<file path="config.mk">
export PLATFORM = sky130hd
export DESIGN_NAME = conv3x3_scan
export DESIGN_NICKNAME = d
export VERILOG_FILES = /design/src/rtl/conv3x3_scan.sv
export SDC_FILE = /design/constraint.sdc
export NUM_CORES = 1
export LEC_CHECK = 0
export CORE_UTILIZATION = 45
export DETAILED_ROUTE_END_ITERATION = 10
export PLACE_DENSITY = 0.72
export SYNTH_ARGS = -nofsm -noshare
export SYNTH_HDL_FRONTEND = slang
export SYNTH_SLANG_ARGS = --single-unit
</file>
<file path="constraint.sdc">
create_clock -name clk -period 8.2 [get_ports clk]
set_input_delay 2.05 -clock clk [delete_from_list [all_inputs] [get_ports clk]]
set_output_delay 2.05 -clock clk [all_outputs]
set_load 0.05 [all_outputs]
</file>
<file path="src/rtl/conv3x3_scan.sv">
// 3x3 raster-scan convolution: 9-tap neighbourhood fetch, signed MAC, arithmetic-shift normalise.
// Define CONV_SAT_EN to clamp results to [0, 2^DATA_W-1]; otherwise results wrap modulo 2^DATA_W.
module conv3x3_scan #(
  parameter int IMG_W  = 50,
  parameter int IMG_H  = 50,
  parameter int DATA_W = 8,
  parameter int COEF_W = 8,
  parameter int ADDR_W = 14,
  parameter int SHIFT  = 4,
  parameter int RD_LAT = 1
) (
  input  logic              clk,
  input  logic              rst,
  input  logic              start,
  output logic              busy,
  output logic              done,
  output logic              rd_en,
  output logic [ADDR_W-1:0] rd_addr,
  input  logic [DATA_W-1:0] rd_data,
  input  logic              coef_wr,
  input  logic [3:0]        coef_idx,
  input  logic [COEF_W-1:0] coef_data,
  output logic              wr_en,
  output logic [ADDR_W-1:0] wr_addr,
  output logic [DATA_W-1:0] wr_data,
  input  logic              wr_ready
);
  localparam int ACC_W  = DATA_W + COEF_W + 5;
  localparam int PROD_W = DATA_W + COEF_W + 1;
  localparam int RW     = (IMG_H > 1) ? $clog2(IMG_H) : 1;
  localparam int CW     = (IMG_W > 1) ? $clog2(IMG_W) : 1;
  localparam int DW     = (RD_LAT > 1) ? $clog2(RD_LAT) : 1;

  localparam logic [2:0] S_IDLE  = 3'd0;
  localparam logic [2:0] S_FETCH = 3'd1;
  localparam logic [2:0] S_DRAIN = 3'd2;
  localparam logic [2:0] S_WRITE = 3'd3;
  localparam logic [2:0] S_FIN   = 3'd4;

  localparam int KDEF [0:8] = '{1, 2, 1, 2, 4, 2, 1, 2, 1};

  logic [2:0]                    r_state;
  logic [RW-1:0]                 r_row;
  logic [CW-1:0]                 r_col;
  logic [ADDR_W-1:0]             r_pix;
  logic [3:0]                    r_tap;
  logic [1:0]                    r_tr;
  logic [1:0]                    r_tc;
  logic [DW-1:0]                 r_dcnt;
  logic signed [ACC_W-1:0]       r_acc;
  logic signed [COEF_W-1:0]      r_kern [0:8];
  logic [RD_LAT-1:0]             r_tv_pipe;
  logic [RD_LAT-1:0][3:0]        r_ti_pipe;

  logic                          w_row_ok;
  logic                          w_col_ok;
  logic                          w_issue;
  logic [ADDR_W-1:0]             w_off;
  logic signed [COEF_W-1:0]      w_coef;
  logic signed [PROD_W-1:0]      w_pix_x;
  logic signed [PROD_W-1:0]      w_coef_x;
  logic signed [PROD_W-1:0]      w_prod;
  logic                          w_last_col;
  logic                          w_last_pix;
  logic [DATA_W-1:0]             w_out;

  // Border taps are suppressed here; they never reach the accumulator.
  assign w_row_ok = !((r_tr == 2'd0) && (r_row == '0)) &&
                    !((r_tr == 2'd2) && (r_row == RW'(IMG_H - 1)));
  assign w_col_ok = !((r_tc == 2'd0) && (r_col == '0)) &&
                    !((r_tc == 2'd2) && (r_col == CW'(IMG_W - 1)));
  assign w_issue  = (r_state == S_FETCH) && w_row_ok && w_col_ok;

  // Neighbour offset relative to the centre pixel, two's complement in ADDR_W bits.
  always_comb begin
    w_off = '0;
    case (r_tap)
      4'd0:    w_off = ADDR_W'(-IMG_W - 1);
      4'd1:    w_off = ADDR_W'(-IMG_W);
      4'd2:    w_off = ADDR_W'(-IMG_W + 1);
      4'd3:    w_off = ADDR_W'(-1);
      4'd5:    w_off = ADDR_W'(1);
      4'd6:    w_off = ADDR_W'(IMG_W - 1);
      4'd7:    w_off = ADDR_W'(IMG_W);
      4'd8:    w_off = ADDR_W'(IMG_W + 1);
      default: w_off = '0;
    endcase
  end

  assign rd_en   = w_issue;
  assign rd_addr = w_issue ? (r_pix + w_off) : '0;

  assign w_coef   = r_kern[r_ti_pipe[RD_LAT-1]];
  assign w_pix_x  = {{(COEF_W + 1){1'b0}}, rd_data};
  assign w_coef_x = {{(DATA_W + 1){w_coef[COEF_W-1]}}, w_coef};
  assign w_prod   = w_pix_x * w_coef_x;

`ifdef CONV_SAT_EN
  logic signed [ACC_W-1:0] w_res;
  assign w_res = r_acc >>> SHIFT;
  always_comb begin
    if (w_res[ACC_W-1])
      w_out = '0;
    else if (|w_res[ACC_W-2:DATA_W])
      w_out = '1;
    else
      w_out = w_res[DATA_W-1:0];
  end
`else
  // Low bits of an arithmetic shift are just a slice of the accumulator.
  assign w_out = r_acc[SHIFT +: DATA_W];
`endif

  assign w_last_col = (r_col == CW'(IMG_W - 1));
  assign w_last_pix = w_last_col && (r_row == RW'(IMG_H - 1));

  assign busy    = (r_state == S_FETCH) || (r_state == S_DRAIN) || (r_state == S_WRITE);
  assign done    = (r_state == S_FIN);
  assign wr_en   = (r_state == S_WRITE);
  assign wr_addr = wr_en ? r_pix : '0;
  assign wr_data = wr_en ? w_out : '0;

  always_ff @(posedge clk) begin
    if (rst) begin
      r_state   <= S_IDLE;
      r_row     <= '0;
      r_col     <= '0;
      r_pix     <= '0;
      r_tap     <= '0;
      r_tr      <= '0;
      r_tc      <= '0;
      r_dcnt    <= '0;
      r_acc     <= '0;
      r_tv_pipe <= '0;
      r_ti_pipe <= '0;
      for (int i = 0; i < 9; i++) r_kern[i] <= COEF_W'(KDEF[i]);
    end else begin
      // Tap-valid/index pipe lines each coefficient up with its returning pixel.
      r_tv_pipe[0] <= w_issue;
      r_ti_pipe[0] <= r_tap;
      for (int i = 1; i < RD_LAT; i++) begin
        r_tv_pipe[i] <= r_tv_pipe[i-1];
        r_ti_pipe[i] <= r_ti_pipe[i-1];
      end
      if (r_tv_pipe[RD_LAT-1])
        r_acc <= r_acc + {{(ACC_W - PROD_W){w_prod[PROD_W-1]}}, w_prod};

      case (r_state)
        S_IDLE: begin
          if (coef_wr && (coef_idx < 4'd9))
            r_kern[coef_idx] <= coef_data;
          if (start) begin
            r_row   <= '0;
            r_col   <= '0;
            r_pix   <= '0;
            r_tap   <= '0;
            r_tr    <= '0;
            r_tc    <= '0;
            r_acc   <= '0;
            r_state <= S_FETCH;
          end
        end
        S_FETCH: begin
          if (r_tap == 4'd8) begin
            r_tap   <= '0;
            r_tr    <= '0;
            r_tc    <= '0;
            r_dcnt  <= '0;
            r_state <= S_DRAIN;
          end else begin
            r_tap <= r_tap + 4'd1;
            if (r_tc == 2'd2) begin
              r_tc <= '0;
              r_tr <= r_tr + 2'd1;
            end else begin
              r_tc <= r_tc + 2'd1;
            end
          end
        end
        S_DRAIN: begin
          r_dcnt <= r_dcnt + DW'(1);
          if (r_dcnt == DW'(RD_LAT - 1))
            r_state <= S_WRITE;
        end
        S_WRITE: begin
          if (wr_ready) begin
            r_acc <= '0;
            r_pix <= r_pix + ADDR_W'(1);
            if (w_last_col) begin
              r_col <= '0;
              r_row <= r_row + RW'(1);
            end else begin
              r_col <= r_col + CW'(1);
            end
            r_state <= w_last_pix ? S_FIN : S_FETCH;
          end
        end
        S_FIN:   r_state <= S_IDLE;
        default: r_state <= S_IDLE;
      endcase
    end
  end

endmodule

</file>
==> summary.txt <==
GRT
  – Initial antenna violation count: 0
  – Vias in the first global route: 7144
  – Largest net degree at the start of global routing: 35
  – Grt total ovfl: 0
  – GRT Total Usage: 0.1845
  – First-pass GRT wire length: ~35 mm

Power
  – Leakage Power: between 0.005 and 0.006 uW
  – Logic pwr share: 0.372
  – Power Total: 3095 uW
  – Sequential power share: 0.361
  – Sw Ratio: 0.3449
  – Internal Pwr Total: 2027 uW
  – Net Sw Power: between 1000 and 1500 uW
  – Clock power share: 0.267
  – VDD IR max: 0.1455 mV
  – Pwr/cell area: 241.5 nW/um2

CTS
  – CTS H-tree depth: 4
  – CTS root buffer: clkbuf_16
  – Clock buffer depth: 2
  – CTS resizes: 0
  – Hold bufs inserted after CTS: 0
  – CTS Sinks: about 190
  – Num CTS Buffers: 17
  – Clock transition at the registers of the reported paths: ~70 ps
  – TritonCTS clock tree: yes
  – Setup Fix Bufs, Post-CTS: 0
  – Later-pin clock latency in the skew report: 430 ps

Final layout
  – Diodes inserted: 0
  – Non-filler instance count after layout: 1418
  – Share of cells above drive strength 1: 0.07552
  – Nets: 1209
  – Post-route cell area: between 10000 and 15000 um2
  – Area growth from synthesis to layout: 16.20%
  – Filler cell count: 2024

Timing
  – Final period utilization: 0.8362
  – Slew @ Worst Pin: between 800 and 900 ps
  – Final hold violations: 0
  – Peak Freq: 145.8 MHz
  – Setup TNS: 0 ps
  – Worst Skew: between 10 and 15 ps
  – # setup viols final: 0
  – Final slew viol count: 0
  – RSZ-0062 raised after global routing: no
  – Fin crit period: around 6900 ps
  – Worst hold slack: 463.0 ps
  – Slew HR: 0.3859

Floorplanning
  – Die Ht: 158.6 um
  – DIE AREA: between 20000 and 30000 um2
  – FP Rows: 56
  – Die Width: 158.6 um
  – Initial core utilization: 0.4643
  – Core ar.: roughly 24000 um2
  – # IOs: 65

Logic synthesis
  – Yosys reg bits: 187
  – Top-area cell type share of the netlist area: 0.3485
  – Synth Area per Inst: roughly 11 um2
  – Synth area leaders: edfxtp_1, dfxtp_1, ha_1, and2_1, fa_1
  – Synth Cell Area: 11030 um2
  – Mapped Cells: between 900 and 1000
  – Async SR Flop Fraction: 0
  – Post-synth EDFFs: roughly 130
  – Library cells used by synthesis: 58
  – Synth top cells by count: edfxtp_1, and2_1, nor2_1
  – Cell with the most instances after synthesis: edfxtp_1
  – Seq/Total Area, Yosys: 0.4556
  – Yosys warns: 0
  – Dominant synthesized flop cell: edfxtp_1
  – Yosys top cell by area: edfxtp_1

Critical path
  – Critical path fanouts, max: 16
  – Setup crit start kind: flip-flop
  – Critical Path Sink Type: flip-flop
  – Critical Path AT: 7220 ps
  – Crit Path Class: reg -> reg
  – Critical path required time: 8560 ps

Placement
  – Dpl hpwl: roughly 16 mm
  – GP Congestion: 0.8700
  – DP Area: 12210 um2
  – I/O Buffers: 64
  – Inst Count DP: 1386

Routing
  – Via count: 7166
  – Antenna Nets Post-Route: 0
  – Routed wire length: 21.78 mm
  – Vias per inst: 5.054
  – Drt first-iter violations: around 400
  – Wire per inst: 15.36 um
  – Drt drc: 0
  – DRT Pass-1 Iters: 5

Status
  – Outcome: complete, no violations

Job
  – Max-Cap Viols: 0

Worst hold path
  – Hold Crit Class: reg -> reg
==> worst max-delay path, cell delays in order, from the launching register on <==
cell      delay, ps
dfxtp_1         660
buf_4           420
mux4_2          550
mux2i_1         180
mux2i_1         320
and2_1          320
fa_1            540
inv_1            50
fa_1            490
inv_1            60
fa_1            530
inv_1            60
fa_1            530
inv_1            40
ha_1            340
a21oi_1         240
o21bai_1         90
a21oi_1         180
xnor2_1         140
ha_1            280
nor2_1          110
nor2_1           40
o41a_1          110
xor2_1          200
nand3_1         120
a21oi_2         180
==> cells by family (layout without fill, tap and decap cells) <==
logic type / after synthesis / in the layout / synth area share
AO/OA/AOI/OAI: 90 / 90 / 0.04992
XOR/XNOR: 51 / 51 / 0.04243
adder cells (fa/ha/maj): 98 / 98 / 0.1350
buffers and inverters: 120 / 197 / 0.04334
flip-flops: 187 / 187 / 0.4556
multiplexers: 57 / 57 / 0.09904
other: 1 / 56 / 0.0003400
AND/OR/NAND/NOR: 363 / 363 / 0.1744
==> power groups by stage <==
stage / logic, uW / registers (uW) / clock network, uW
2_1_floorplan: 938 / 1110 / 0
3_3_place_gp: 1140 / 1140 / 0
3_5_place_dp: 1160 / 1140 / 0
4_1_cts: 1170 / 1120 / 839
5_1_grt: 1300 / 1130 / 874
6_report: 1150 / 1120 / 827
==> state kept, by name, indices dropped and copies added (netlist names), 2 cells and up, named ones only <==
signal / flops
r_kern: 128
r_pix: 14
r_acc: 12
r_col: 6
r_row: 6
r_tap: 4
w_off: 4
r_state: 3
r_tc: 2
r_tr: 2
==> layout make-up <==
cell class,count,area [um2],area share
Clock buffer,18,429.2,0.03349
Clock inverter,14,176.4,0.01377
Timing Repair Buffer,73,708.2,0.05526
Multi-Input combinational cell,715,5733,0.4473
Inverter,92,345.3,0.02695
Sequential cell,187,5025,0.3921
Tap cell,319,399.1,0.03114
==> metal layers <==
metal	wire [um]	up-vias	global-route usage
li1	-	3538	-
met1	9968	3477	0.2404
met3	765	24	0.03130
met4	295	0	0.05311
met5	0	-	0
met2	10750	127	0.3156
==> placed cells by master, fill, tap and decap left out, types with 32 or more instances in the layout <==
cell type / instances
edfxtp_1: 128
and2_1: 116
nor2_1: 95
inv_1: 92
clkdlybuf4s50_1: 64
ha_1: 63
dfxtp_1: 59
conb_1: 56
nand2_1: 44
fa_1: 35
a21oi_1: 32
==> per-stage QoR <==
stage	worst slack [ps]	utilization
global placement	1114	0.5141
floorplan	1419	-
CTS	1243	0.5396
detailed placement	1008	0.5141
global route	806.5	0.5396
finish	1343	0.5396
==> final timing paths <==
| path | slack, ps | start | cells after the start | to |
|---|---|---|---|---|
| worst max register to register | 1340 | flip-flop | 25 | r_acc[11] |
| worst min-delay path | 460 | r_tr[0] | 2 | r_tr[0] |
| worst min register to register | 460 | r_tr[0] | 2 | r_tr[0] |
| worst max-delay path | 1340 | flip-flop | 25 | r_acc[11] |
No activity file was read; power rests on OpenSTA's default activity.
